File: src/rtl/qblock_manager.sv
// qblock_manager: item-box controller. Tests car positions against fixed block
// hit boxes, arbitrates collisions, grants pseudo-random items and runs each
// block's respawn cooldown.
module qblock_manager #(
  parameter int NUM_BLOCKS     = 4,
  parameter int NUM_CARS       = 2,
  parameter int COORD_WIDTH    = 12,
  // block 3..0 x: 0, 688, -235, -707
  parameter logic [NUM_BLOCKS*COORD_WIDTH-1:0] BLOCK_X = {12'h000, 12'h2B0, 12'hF15, 12'hD3D},
  // block 3..0 y: -308, 0, -155, 0
  parameter logic [NUM_BLOCKS*COORD_WIDTH-1:0] BLOCK_Y = {12'hECC, 12'h000, 12'hF65, 12'h000},
  parameter int HIT_RADIUS     = 24,
  parameter int REGEN_INTERVAL = 10,
  parameter int REGEN_WIDTH    = 4,
  parameter int ITEM_WIDTH     = 2
) (
  input  logic                              i_clk,
  input  logic                              i_rst_n,
  input  logic                              i_clear,
  input  logic                              i_sec_tick,
  input  logic                              i_pos_valid,
  input  logic [NUM_CARS*COORD_WIDTH-1:0]   i_car_x,
  input  logic [NUM_CARS*COORD_WIDTH-1:0]   i_car_y,
  input  logic [NUM_CARS-1:0]               i_car_holding,
  output logic [NUM_BLOCKS-1:0]             o_block_active,
  output logic [NUM_CARS-1:0]               o_grant_valid,
  output logic [NUM_CARS*ITEM_WIDTH-1:0]    o_grant_item,
  output logic [NUM_CARS*3-1:0]             o_grant_block
);

  localparam int              DW        = COORD_WIDTH + 1;
  localparam int              RRW       = (NUM_CARS > 1) ? $clog2(NUM_CARS) : 1;
  localparam logic [DW-1:0]   RADIUS    = DW'(HIT_RADIUS);
  localparam logic [15:0]     LFSR_SEED = 16'hACE1;
  localparam logic [15:0]     LFSR_TAPS = 16'hB400;

  typedef enum logic {ST_ACTIVE, ST_COOLDOWN} blk_state_t;

  blk_state_t                          state_q [NUM_BLOCKS];
  blk_state_t                          state_d [NUM_BLOCKS];
  logic [REGEN_WIDTH-1:0]              cnt_q   [NUM_BLOCKS];
  logic [REGEN_WIDTH-1:0]              cnt_d   [NUM_BLOCKS];
  logic [NUM_CARS-1:0][NUM_BLOCKS-1:0] hit_d;
  logic [NUM_CARS-1:0][NUM_BLOCKS-1:0] hit_q;
  logic [NUM_CARS-1:0][NUM_BLOCKS-1:0] req;
  logic [NUM_BLOCKS-1:0]               granted;
  logic                                v_q;
  logic [RRW-1:0]                      rr_q;
  logic [RRW-1:0]                      rr_d;
  logic [15:0]                         lfsr_q;
  logic [NUM_CARS-1:0]                 gv_d;
  logic [NUM_CARS*ITEM_WIDTH-1:0]      gi_d;
  logic [NUM_CARS*3-1:0]               gb_d;

  // |car - blk| < radius, evaluated one bit wider so extremes cannot overflow
  function automatic logic in_box(input logic signed [COORD_WIDTH-1:0] car,
                                  input logic signed [COORD_WIDTH-1:0] blk);
    logic signed [DW-1:0] diff;
    logic [DW-1:0]        mag;
    diff = DW'(car) - DW'(blk);
    mag  = diff[DW-1] ? $unsigned(-diff) : $unsigned(diff);
    return mag < RADIUS;
  endfunction

  // Stage 1 combinational hit matrix for every car/block pair
  always_comb begin
    hit_d = '0;
    for (int unsigned c = 0; c < NUM_CARS; c++) begin
      for (int unsigned b = 0; b < NUM_BLOCKS; b++) begin
        hit_d[c][b] = in_box(i_car_x[c*COORD_WIDTH +: COORD_WIDTH], BLOCK_X[b*COORD_WIDTH +: COORD_WIDTH])
                    & in_box(i_car_y[c*COORD_WIDTH +: COORD_WIDTH], BLOCK_Y[b*COORD_WIDTH +: COORD_WIDTH]);
      end
    end
  end

  // Stage 2 request: mask by live state and holding, keep each car's lowest block
  always_comb begin
    req = '0;
    for (int unsigned c = 0; c < NUM_CARS; c++) begin
      for (int unsigned b = 0; b < NUM_BLOCKS; b++) begin
        if (v_q && !i_clear && !i_car_holding[c] && state_q[b] == ST_ACTIVE
            && hit_q[c][b] && req[c] == '0) begin
          req[c][b] = 1'b1;
        end
      end
    end
  end

  // Per-block round-robin arbitration and grant formation
  always_comb begin : arbitrate
    int unsigned idx;
    int unsigned ncont;
    logic        found;
    idx     = 0;
    ncont   = 0;
    found   = 1'b0;
    granted = '0;
    rr_d    = rr_q;
    gv_d    = '0;
    gi_d    = '0;
    gb_d    = '0;
    for (int unsigned b = 0; b < NUM_BLOCKS; b++) begin
      ncont = 0;
      found = 1'b0;
      for (int unsigned c = 0; c < NUM_CARS; c++) begin
        ncont = ncont + 32'(req[c][b]);
      end
      for (int unsigned k = 0; k < NUM_CARS; k++) begin
        idx = 32'(rr_q) + k;
        if (idx >= NUM_CARS) idx = idx - NUM_CARS;
        if (req[idx][b] && !found) begin
          found      = 1'b1;
          granted[b] = 1'b1;
          gv_d[idx]  = 1'b1;
          gi_d[idx*ITEM_WIDTH +: ITEM_WIDTH] = lfsr_q[idx*ITEM_WIDTH +: ITEM_WIDTH];
          gb_d[idx*3 +: 3] = 3'(b);
          if (ncont > 1) rr_d = (idx + 1 >= NUM_CARS) ? '0 : RRW'(idx + 1);
        end
      end
    end
  end

  // Block FSM next state: clear beats grant beats tick
  always_comb begin
    for (int unsigned b = 0; b < NUM_BLOCKS; b++) begin
      state_d[b] = state_q[b];
      cnt_d[b]   = cnt_q[b];
      if (i_clear) begin
        state_d[b] = ST_ACTIVE;
        cnt_d[b]   = '0;
      end else if (granted[b]) begin
        state_d[b] = ST_COOLDOWN;
        cnt_d[b]   = REGEN_WIDTH'(REGEN_INTERVAL);
      end else if (state_q[b] == ST_COOLDOWN && i_sec_tick) begin
        if (cnt_q[b] == REGEN_WIDTH'(1)) begin
          state_d[b] = ST_ACTIVE;
          cnt_d[b]   = '0;
        end else begin
          cnt_d[b]   = cnt_q[b] - REGEN_WIDTH'(1);
        end
      end
    end
  end

  // Block FSM state and cooldown counters
  always_ff @(posedge i_clk or negedge i_rst_n) begin
    if (!i_rst_n) begin
      for (int unsigned b = 0; b < NUM_BLOCKS; b++) begin
        state_q[b] <= ST_ACTIVE;
        cnt_q[b]   <= '0;
      end
    end else begin
      for (int unsigned b = 0; b < NUM_BLOCKS; b++) begin
        state_q[b] <= state_d[b];
        cnt_q[b]   <= cnt_d[b];
      end
    end
  end

  // Pipeline registers, arbitration pointer, item LFSR and grant outputs
  always_ff @(posedge i_clk or negedge i_rst_n) begin
    if (!i_rst_n) begin
      v_q           <= 1'b0;
      hit_q         <= '0;
      rr_q          <= '0;
      lfsr_q        <= LFSR_SEED;
      o_grant_valid <= '0;
      o_grant_item  <= '0;
      o_grant_block <= '0;
    end else begin
      v_q           <= i_pos_valid & ~i_clear;
      hit_q         <= hit_d;
      rr_q          <= i_clear ? '0 : rr_d;
      lfsr_q        <= {1'b0, lfsr_q[15:1]} ^ (lfsr_q[0] ? LFSR_TAPS : '0);
      o_grant_valid <= gv_d;
      o_grant_item  <= gi_d;
      o_grant_block <= gb_d;
    end
  end

  // Visibility follows the FSM state
  always_comb begin
    for (int unsigned b = 0; b < NUM_BLOCKS; b++) begin
      o_block_active[b] = (state_q[b] == ST_ACTIVE);
    end
  end

endmodule

File: config.mk
export PLATFORM = sky130hd
export DESIGN_NAME = qblock_manager
export DESIGN_NICKNAME = d
export VERILOG_FILES = /design/src/rtl/qblock_manager.sv
export SDC_FILE = /design/constraint.sdc
export NUM_CORES = 1
export LEC_CHECK = 0
export ABC_AREA = 1
export BUFFER_PORTS_ARGS = -buffer_cell sky130_fd_sc_hd__buf_2
export CAP_MARGIN = 20
export CORE_MARGIN = 1.5
export CORE_UTILIZATION = 50
export CTS_BUF_LIST = sky130_fd_sc_hd__clkbuf_8 sky130_fd_sc_hd__clkbuf_16
export DETAILED_ROUTE_END_ITERATION = 10
export PLACE_DENSITY = 0.79
export SLEW_MARGIN = 20
export SYNTH_ARGS = -nofsm -noshare
export SYNTH_HDL_FRONTEND = slang
export SYNTH_SLANG_ARGS = --single-unit
export TNS_END_PERCENT = 100
File: constraint.sdc
create_clock -name i_clk -period 2.1 [get_ports i_clk]
set_clock_uncertainty 0.15 [all_clocks]
set_input_delay 0.105 -clock i_clk [delete_from_list [all_inputs] [get_ports i_clk]]
set_output_delay 0.105 -clock i_clk [all_outputs]
set_load 0.01 [all_outputs]
* After elaboration in Yosys (flattened, before gate mapping) *
Cells that the tools add are included.

word-level totals
  output and inout port bits = 16
  logic and storage cells = 319
  input port bits = 55
  register bits after elaboration = 58

operators by class
  shift-type cells = 16
  eq/ne operators = 4
  order comparisons = 26
  reduce and logical (&&, ||, !) cells = 58
  muxes and demuxes = 130
  multiply operators = 2
  add/subtract/negate cells = 41
  bitwise logic cells = 26

operators by type and width
  kind                                                                            number
  3-bit by 34-bit indexed part select with 6-bit output (first input constant)    8
  13-bit by 5-bit less-than comparator with 1-bit output (second input constant)  14
  13-bit 2-to-1 mux                                                               14
  32-bit negation with 34-bit output                                              4
  13-bit negation                                                                 10
  4-bit 2-to-1 mux                                                                28
  2-bit by 34-bit variable shift with 4-bit output (first input constant)         2
  3-bit by 34-bit variable shift with 6-bit output (first input constant)         2
  2-bit by 34-bit indexed part select with 4-bit output                           2
  16-bit by 33-bit indexed part select with 2-bit output                          2
  32-bit by 1-bit adder with 32-bit output (second input constant)                2
  32-bit by 1-bit >= comparator with 1-bit output (second input constant)         2
  32-bit by 2-bit >= comparator with 1-bit output (second input constant)         2
  32-bit by 2-bit less-than comparator with 1-bit output (second input constant)  2
  32-bit by 2-bit multiplier with 32-bit output (second input constant)           2
  32-bit 2-to-1 mux                                                               2
  1-bit 2-to-1 mux                                                                53
  12-bit negation with 13-bit output                                              4
  12-bit by 11-bit subtractor with 13-bit output (second input constant)          4
  12-bit by 9-bit subtractor with 13-bit output (second input constant)           4
  6-bit 2-to-1 mux                                                                8
  6-bit bitwise mux                                                               7
  1-bit logical AND                                                               35
  4-bit bitwise mux                                                               7
  other kinds (24)                                                                83

* Depth between registers and ports, before layout *
Gate-level depths: netlist of run 1.

  depth in word-level cells = 34
  mapped depth = 20
  mapped depth without buffers = 20

* Least setup slack after synthesis of run 1 *
No wires, ideal clock.

  path type = in2reg
  from = in i_car_y[1]
  to = reg hit_q[1] (netlist bit)
  cell stages on the path = 17
  setup slack = 0.313 ns
  data required time = 1.879 ns
  arrival time = 1.566 ns
  buffers on the path = 1
  setup time = 0.071 ns
  cells stage by stage = inv_1 ha_1 inv_1 nand2_1 nand2_2 nand2_4 nand2_4 a21oi_2 buf_6 nand3b_1 nand2_1 inv_1 nor2_1 nand3_1 nor2_1 nand2_1 nor2_1

RTL lines
  what                  line  text
  from (decl)           23    input logic [NUM_CARS*COORD_WIDTH-1:0] i_car_y,
  to (signal assigned)  172   hit_q <= hit_d;
  to (decl)             44    logic [NUM_CARS-1:0][NUM_BLOCKS-1:0] hit_q;

* Worst setup path in the final report of run 1 *
  from = reg v_q
  to = reg cnt_q[6] (netlist bit)

between the ends
  cells in the longest elaborated chain, start to end = 19
  elaborated cells between the ends (all ways) = 40

ends and longest elaborated chain
  what                             line  text
  from (decl)                      47    logic v_q;
  from (signal assigned)           171   v_q <= i_pos_valid & ~i_clear;
  1-bit logical AND *              81    if (v_q && !i_clear && !i_car_holding[c] && state_q[b] == ST_ACTIVE
  1-bit logical AND (2 in series)  81
  1-bit logical AND                82    && hit_q[c][b] && req[c] == '0) begin
  1-bit 2-to-1 mux                 81
  1-bit NOT                        82
  1-bit logical AND                82
  1-bit 2-to-1 mux                 81
  2-bit logical NOT                82
  1-bit logical AND                82
  1-bit 2-to-1 mux                 81
  4-bit 2-to-1 mux (2 in series)   --
  1-bit 2-to-1 mux                 111   if (req[idx][b] && !found) begin
  1-bit logical NOT                111
  1-bit logical AND                111
  1-bit 2-to-1 mux *               111
  4-bit 2-to-1 mux                 131   end else if (granted[b]) begin
  4-bit 2-to-1 mux                 128   if (i_clear) begin
  to (signal, indexed assignment)  155   cnt_q[b] <= cnt_d[b];
  to (decl)                        41    logic [REGEN_WIDTH-1:0] cnt_q [NUM_BLOCKS];

Every way passes the cells marked *; elsewhere a longest branch is shown, timed or not. The select of a mux whose other input is x is not followed.
A chain may end at the register's enable or synchronous reset.

==> flow_summary.yaml, run 1 <==
run_status:
  run_status: "finished clean"
setup_path:
  critPathTopFamily: "simple AND/OR/NAND/NOR gates"
  path_cells: "nand3b_1 > nor2_2 > nand2_2 > nand2_1 > nor2_1 > inv_1 > nand2_1 > nor2_2 > nand2_2 > nand2_1 > nor2_1 > nor3_1"
  regToRegEndpoint: "cnt_q[6]"
  rrSetupSlack_ns: 0.20
  endpoint_kind: "flop"
  crit_arrival_ns: 1.96
  cp_max_fo: 6
  slowest_delay_ns: 0.37
  crit_slowest_cell: "dfrtp_1"
  critical_path_class: "flop to flop"
  regToRegStartpoint: "v_q"
  critPathBufInv: 1
  cp.required_ns: 2.16
  cpMostUsedCell: "nand2_1"
  start_kind: "flop"
  rr_worst_depth: 12
clocking:
  cts_max_level: 2
  cts_tree: "yes"
  clockRootBuffer: "clkbuf_16"
  postCtsSetupRepairBufs: 0
  numCtsBuffers: 5
  clockBufferDepth: 2
  cts.clk_slew.worst_paths_ns: 0.08
  cts_sinks: 56
  clk_latency_ns: 0.30
detailed_routing:
  via_per_inst: 5.12
  drcViolationCount: 0
  dr.pass1.iters: 5
  final_antenna_net_count: 0
  vias: 8367
  routedWlPerCell_um: 11.4
  drtIter0Drc: 534
  wl_um: 18600
layout:
  instances_no_fill: 1635
  layout-drive-gt1-share_pct: 12.0
  syn_to_final_growth_pct: 11.5
  final_cell_area_um2: 8550
  finalCoreUtilization_pct: 56.7
  diodes: 0
  final_common_cell: "nand2_1"
  most-common-layout-cells: "nand2_1 (470), inv_1 (182), nor2_1 (157)"
  fin_nets: 1531
power:
  p_total_w: 0.00331
  seqPwrFrac_pct: 33.6
  p_leak_nw: 4.83
  power_switching_share_pct: 38.8
  powerDensity_nw_per_um2: 387
  combinationalPowerShare_pct: 40.6
  p_int_w: 0.00203
  p_sw_w: 0.00128
  power_frac_clock_pct: 25.8
  vdd_ir_drop_max_mv: 0.302
floorplanning:
  coreArea_um2: 15100
  dieArea_um2: 16100
  initial_core_util_pct: 50.8
  num_rows: 45
  die_w_um: 127
  fp.dieH_um: 127
  ioPinCount: 71
synthesis:
  ys_types: 55
  netlist_area_um2: 7670
  syn_inst: 1360
  synthFlopType: "dfrtp_1"
  synth_area_per_cell_um2: 5.64
  ys_ff_latch: 56
  synth_edf_count: 0
  ys_seq_area_share_pct: 18.4
  yosysWarnings: 0
  async_flop_share_pct: 100
sta:
  finalHoldViolations: 0
  fmax_mhz: 527
  rsz0062_at_grt: "false"
  min_period_ns: 1.90
  tns_ns: 0
  setup_violations: 0
  slew_violations: 0
  fin_crit_sh_pct: 90.4
global_route:
  grt_use_total_pct: 24.0
  grt_pass1_vias: 7670
  overflow: 0
  grt_max_degree: 57
  grt_pass1_wl_um: 33100
  grt_antenna_before_repair: 0
placed_design:
  dp_cells: 1624
  placed_cell_area_um2: 8350
  hpwl_um: 15000
  gp_congestion: 0.907
  io_buffers: 68
min_path:
  hold_depth: 4
  min_to: "state_q[3]"
  hold_class: "input port to flop"
  hold_start: "i_car_holding[1]"
flow_run:
  cap_violations: 0
-- worst reg2reg max path: cells and delay by family, from the launching register on --
family / cells / cell delay, ns
simple gates: 11 / 1.24
flops: 1 / 0.37
buf+inv: 1 / 0.06
-- per-stage QoR --
step	setup WS (ns)	hold slack [ns]
after global placement	0.0492	-0.0243
after detailed placement	0.00956	-0.0206
final	0.203	0.0156
after floorplan	0.313	-0.341
after CTS	0.148	0.0245
after global routing	0.00822	0.0447
-- kinds of logic (layout without fill, tap and decap cells) --
kind of cell | Yosys count | after routing | synth area share [%]
AO/OA/AOI/OAI | 143 | 143 | 10.6
XOR/XNOR | 60 | 60 | 7.14
adder cells (fa/ha/maj) | 30 | 30 | 4.89
buffers and inverters | 219 | 305 | 11.4
flip-flops | 56 | 56 | 18.4
other | 1 | 2 | 0.0489
AND/OR/NAND/NOR | 851 | 851 | 47.5
-- power by group through the flow --
stage,clock network [W],registers [W],logic [W]
CTS,0.000880,0.00111,0.00133
global route,0.000919,0.00111,0.00154
floorplan,0,0.00113,0.000975
detailed placement,0,0.00113,0.00132
finish,0.000854,0.00111,0.00134
global placement,0,0.00113,0.00130
-- cell type report --
cell class              instances  area (um2)
well taps                     188         235
clock buffers                   5         125
flip-flops and latches         56        1410
inverters                     197         742
fillers                      1542        6540
clock inverters                 3        27.5
multi-input cells            1086        5410
repair buffers                100         601
-- state kept, by name, indices dropped and copies added, names as in the netlist --
register,count
lfsr_q,16
o_grant_item,4
hit_q,8
state_q,4
cnt_q,16
o_grant_block,4
v_q,1
o_grant_valid,2
rr_q,1
-- timing repair --
action / CTS / global route
gates resized for setup: 0 / 5
hold buffers: 3 / 0
setup endpoints to repair: 0 / 4
hold endpoints to repair: 58 / 0
-- synthesized netlist by cell type (all sizes together), types with 11 or more instances --
master  count  area share [%]
nand2     482              24
inv       195             9.6
nor2      171             9.2
nand3     139             9.1
o21ai      79             5.3
xor2       57             6.8
dfrtp      48              16
a21oi      38             2.8
ha         30             4.9
nand4      30             2.4
buf        18             1.5
nor3       11             1.0
-- per-layer routing --
layer	part of all wire (%)	global-route usage, %	up-vias	routed length, um
li1	-	-	4472	-
met1	48	32.0	3691	8950
met2	47	42.3	184	8710
met3	3.9	2.07	20	718
met4	1.1	4.95	0	212
met5	0	0	-	0
-- worst max-delay path by stage --
| stage | startpoint | endpoint | slack (ns) | depth (start not counted) |
|---|---|---|---|---|
| final | v_q | cnt_q[6] | 0.20 | 12 |
| after global routing | v_q | cnt_q[2] | 0.008 | 12 |
| after CTS | v_q | cnt_q[6] | 0.15 | 12 |
| after detailed placement | i_car_y[13] | hit_q[5] | 0.01 | 14 |
| after global placement | i_car_y[13] | hit_q[5] | 0.05 | 14 |
| after floorplan | i_car_y[1] | hit_q[1] | 0.31 | 17 |
No activity file was read; power rests on OpenSTA's default activity.
==> run 2: changes to the inputs <==
--- a/config.mk
+++ b/config.mk
@@ -12,7 +12,7 @@
 export CORE_UTILIZATION = 50
 export CTS_BUF_LIST = sky130_fd_sc_hd__clkbuf_8 sky130_fd_sc_hd__clkbuf_16
 export DETAILED_ROUTE_END_ITERATION = 10
-export PLACE_DENSITY = 0.79
+export PLACE_DENSITY = 0.72
 export SLEW_MARGIN = 20
 export SYNTH_ARGS = -nofsm -noshare
 export SYNTH_HDL_FRONTEND = slang
==> run 2 against run 1 <==
  * Wire length up 0.60%
  * Register-to-register slack about the same
  * Count of clock-buffer cells in the layout unchanged
  * Core utilization up 0.083 points
  * Critical path depth unchanged
  * Non-clock buffer count up 5
  * Die area unchanged
  * Critical path type unchanged
  * Cell count up 0.31%
  * Sequential share of layout area about the same
  * Global-route usage down 0.61 points
  * First-iteration DRC count up 26%
==> flow_summary.yaml, run 2 (synthesis results as in run 1) <==
floorplanning:
  initial_core_util_pct: 50.8
  die_w_um: 127
  num_rows: 45
  coreArea_um2: 15100
  ioPinCount: 71
  fp.dieH_um: 127
  dieArea_um2: 16100
detailed_routing:
  final_antenna_net_count: 0
  drcViolationCount: 0
  via_per_inst: 5.12
  drtIter0Drc: 673
  routedWlPerCell_um: 11.4
  vias: 8399
  dr.pass1.iters: 5
  wl_um: 18700
power:
  p_leak_nw: 4.85
  vdd_ir_drop_max_mv: 0.324
  powerDensity_nw_per_um2: 387
clocking:
  cts_sinks: 56
  clk_latency_ns: 0.29
  clockBufferDepth: 2
  cts.clk_slew.worst_paths_ns: 0.07
  numCtsBuffers: 5
  cts_tree: "yes"
  cts_max_level: 2
  clockRootBuffer: "clkbuf_16"
layout:
  reg.largest.list: "cnt_q (16), lfsr_q (16), hit_q (8)"
  layout-drive-gt1-share_pct: 12.1
  final_common_cell: "nand2_1"
  most-common-layout-cells: "nand2_1 (472), inv_1 (182), nor2_1 (158)"
  syn_to_final_growth_pct: 11.7
  final_cell_area_um2: 8570
  diodes: 0
  ff_latch_area_um2: 1410
  finalCoreUtilization_pct: 56.8
  instances_no_fill: 1640
  multi_input_area_um2: 5390
  fillers: 1582
  fin_nets: 1536
sta:
  timing.final.ws_setup_ns: 0.204
  finalHoldViolations: 0
  rsz0062_at_grt: "false"
  min_period_ns: 1.90
  slew_violations: 0
  fin_hold_ws_ns: 0.0429
  setup_violations: 0
  fmax_mhz: 527
  fin_crit_sh_pct: 90.3
placed_design:
  pre_cts_slack_ns: -0.0345
  gp_congestion: 0.887
  hpwl_um: 15300
  dp_cells: 1628
  placed_cell_area_um2: 8380
  io_buffers: 68
setup_path:
  regToRegEndpoint: "cnt_q[2]"
  rrSetupSlack_ns: 0.20
  regToRegStartpoint: "v_q"
  startpoint: "v_q"
  crit_arrival_ns: 1.95
  endpoint_kind: "flop"
  start_kind: "flop"
  cp_max_fo: 5
  critical_path_class: "flop to flop"
  endpoint: "cnt_q[2]"
  cp.required_ns: 2.16
  rr_worst_depth: 12
global_route:
  grt_use_total_pct: 23.4
  grt_antenna_before_repair: 0
  grt_max_degree: 57
  grt_pass1_vias: 7550
  grt_pass1_wl_um: 32400
  overflow: 0
min_path:
  hold_class: "input port to flop"
flow_run:
  cap_violations: 0
run_status:
  run_status: "finished clean"
## run 2: layer usage
layer	GRT usage (%)	share of wire [%]
met5	0	0
met4	3.94	0.65
met3	2.32	3.9
met2	40.3	45
met1	32.1	50
## run 2: metrics by stage
step                power, W  TNS, ns
floorplan            0.00210        0
global placement     0.00244  -0.0205
detailed placement   0.00246  -0.0406
CTS                  0.00333        0
global route         0.00356        0
finish               0.00331        0
## run 2: power by group
part	internal [W]	leakage [nW]	switching, W
sequential	0.00110	0.740	0.0000109
combinational	0.000475	4.04	0.000871
clock	0.000452	0.0708	0.000404
## run 2: timing repair
item / 4_1_cts / 5_1_grt
setup endpoints to repair: 0 / 2
endpoints found under the hold margin: 57 / 0
hold buffers: 2 / 0
buffers inserted: 0 / 2
resized for setup: 0 / 1
## run 2: critical path, cell delays in order, from the launching register on
cell	delay (ns)
dfrtp_1	0.36
nand2_2	0.07
nor2_4	0.14
nand3_2	0.14
nand2_2	0.13
nor2_1	0.05
nand2_1	0.09
nand2_1	0.11
nor2_2	0.13
nand2_1	0.13
nand2_1	0.09
nor2_1	0.04
nor3_1	0.18
## run 2: final cells by class
cell class | instances | area share, %
multi-input cells | 1086 | 62.9
clock buffers | 5 | 1.46
well taps | 188 | 2.75
repair buffers | 105 | 7.42
inverters | 197 | 8.66
clock inverters | 3 | 0.292
flip-flops and latches | 56 | 16.5
## run 2: how the worst min path moves through the flow
stage                startpoint         end  slack, ns  depth (start not counted)
6_report       i_car_holding[1]  state_q[3]       0.04                          4
5_1_grt        i_car_holding[1]  state_q[3]       0.08                          4
4_1_cts        i_car_holding[1]  state_q[3]       0.04                          4
3_5_place_dp            i_rst_n   cnt_q[10]      -0.02                          2
3_3_place_gp            i_rst_n    cnt_q[3]      -0.02                          2
2_1_floorplan           i_rst_n    cnt_q[0]      -0.34                          0
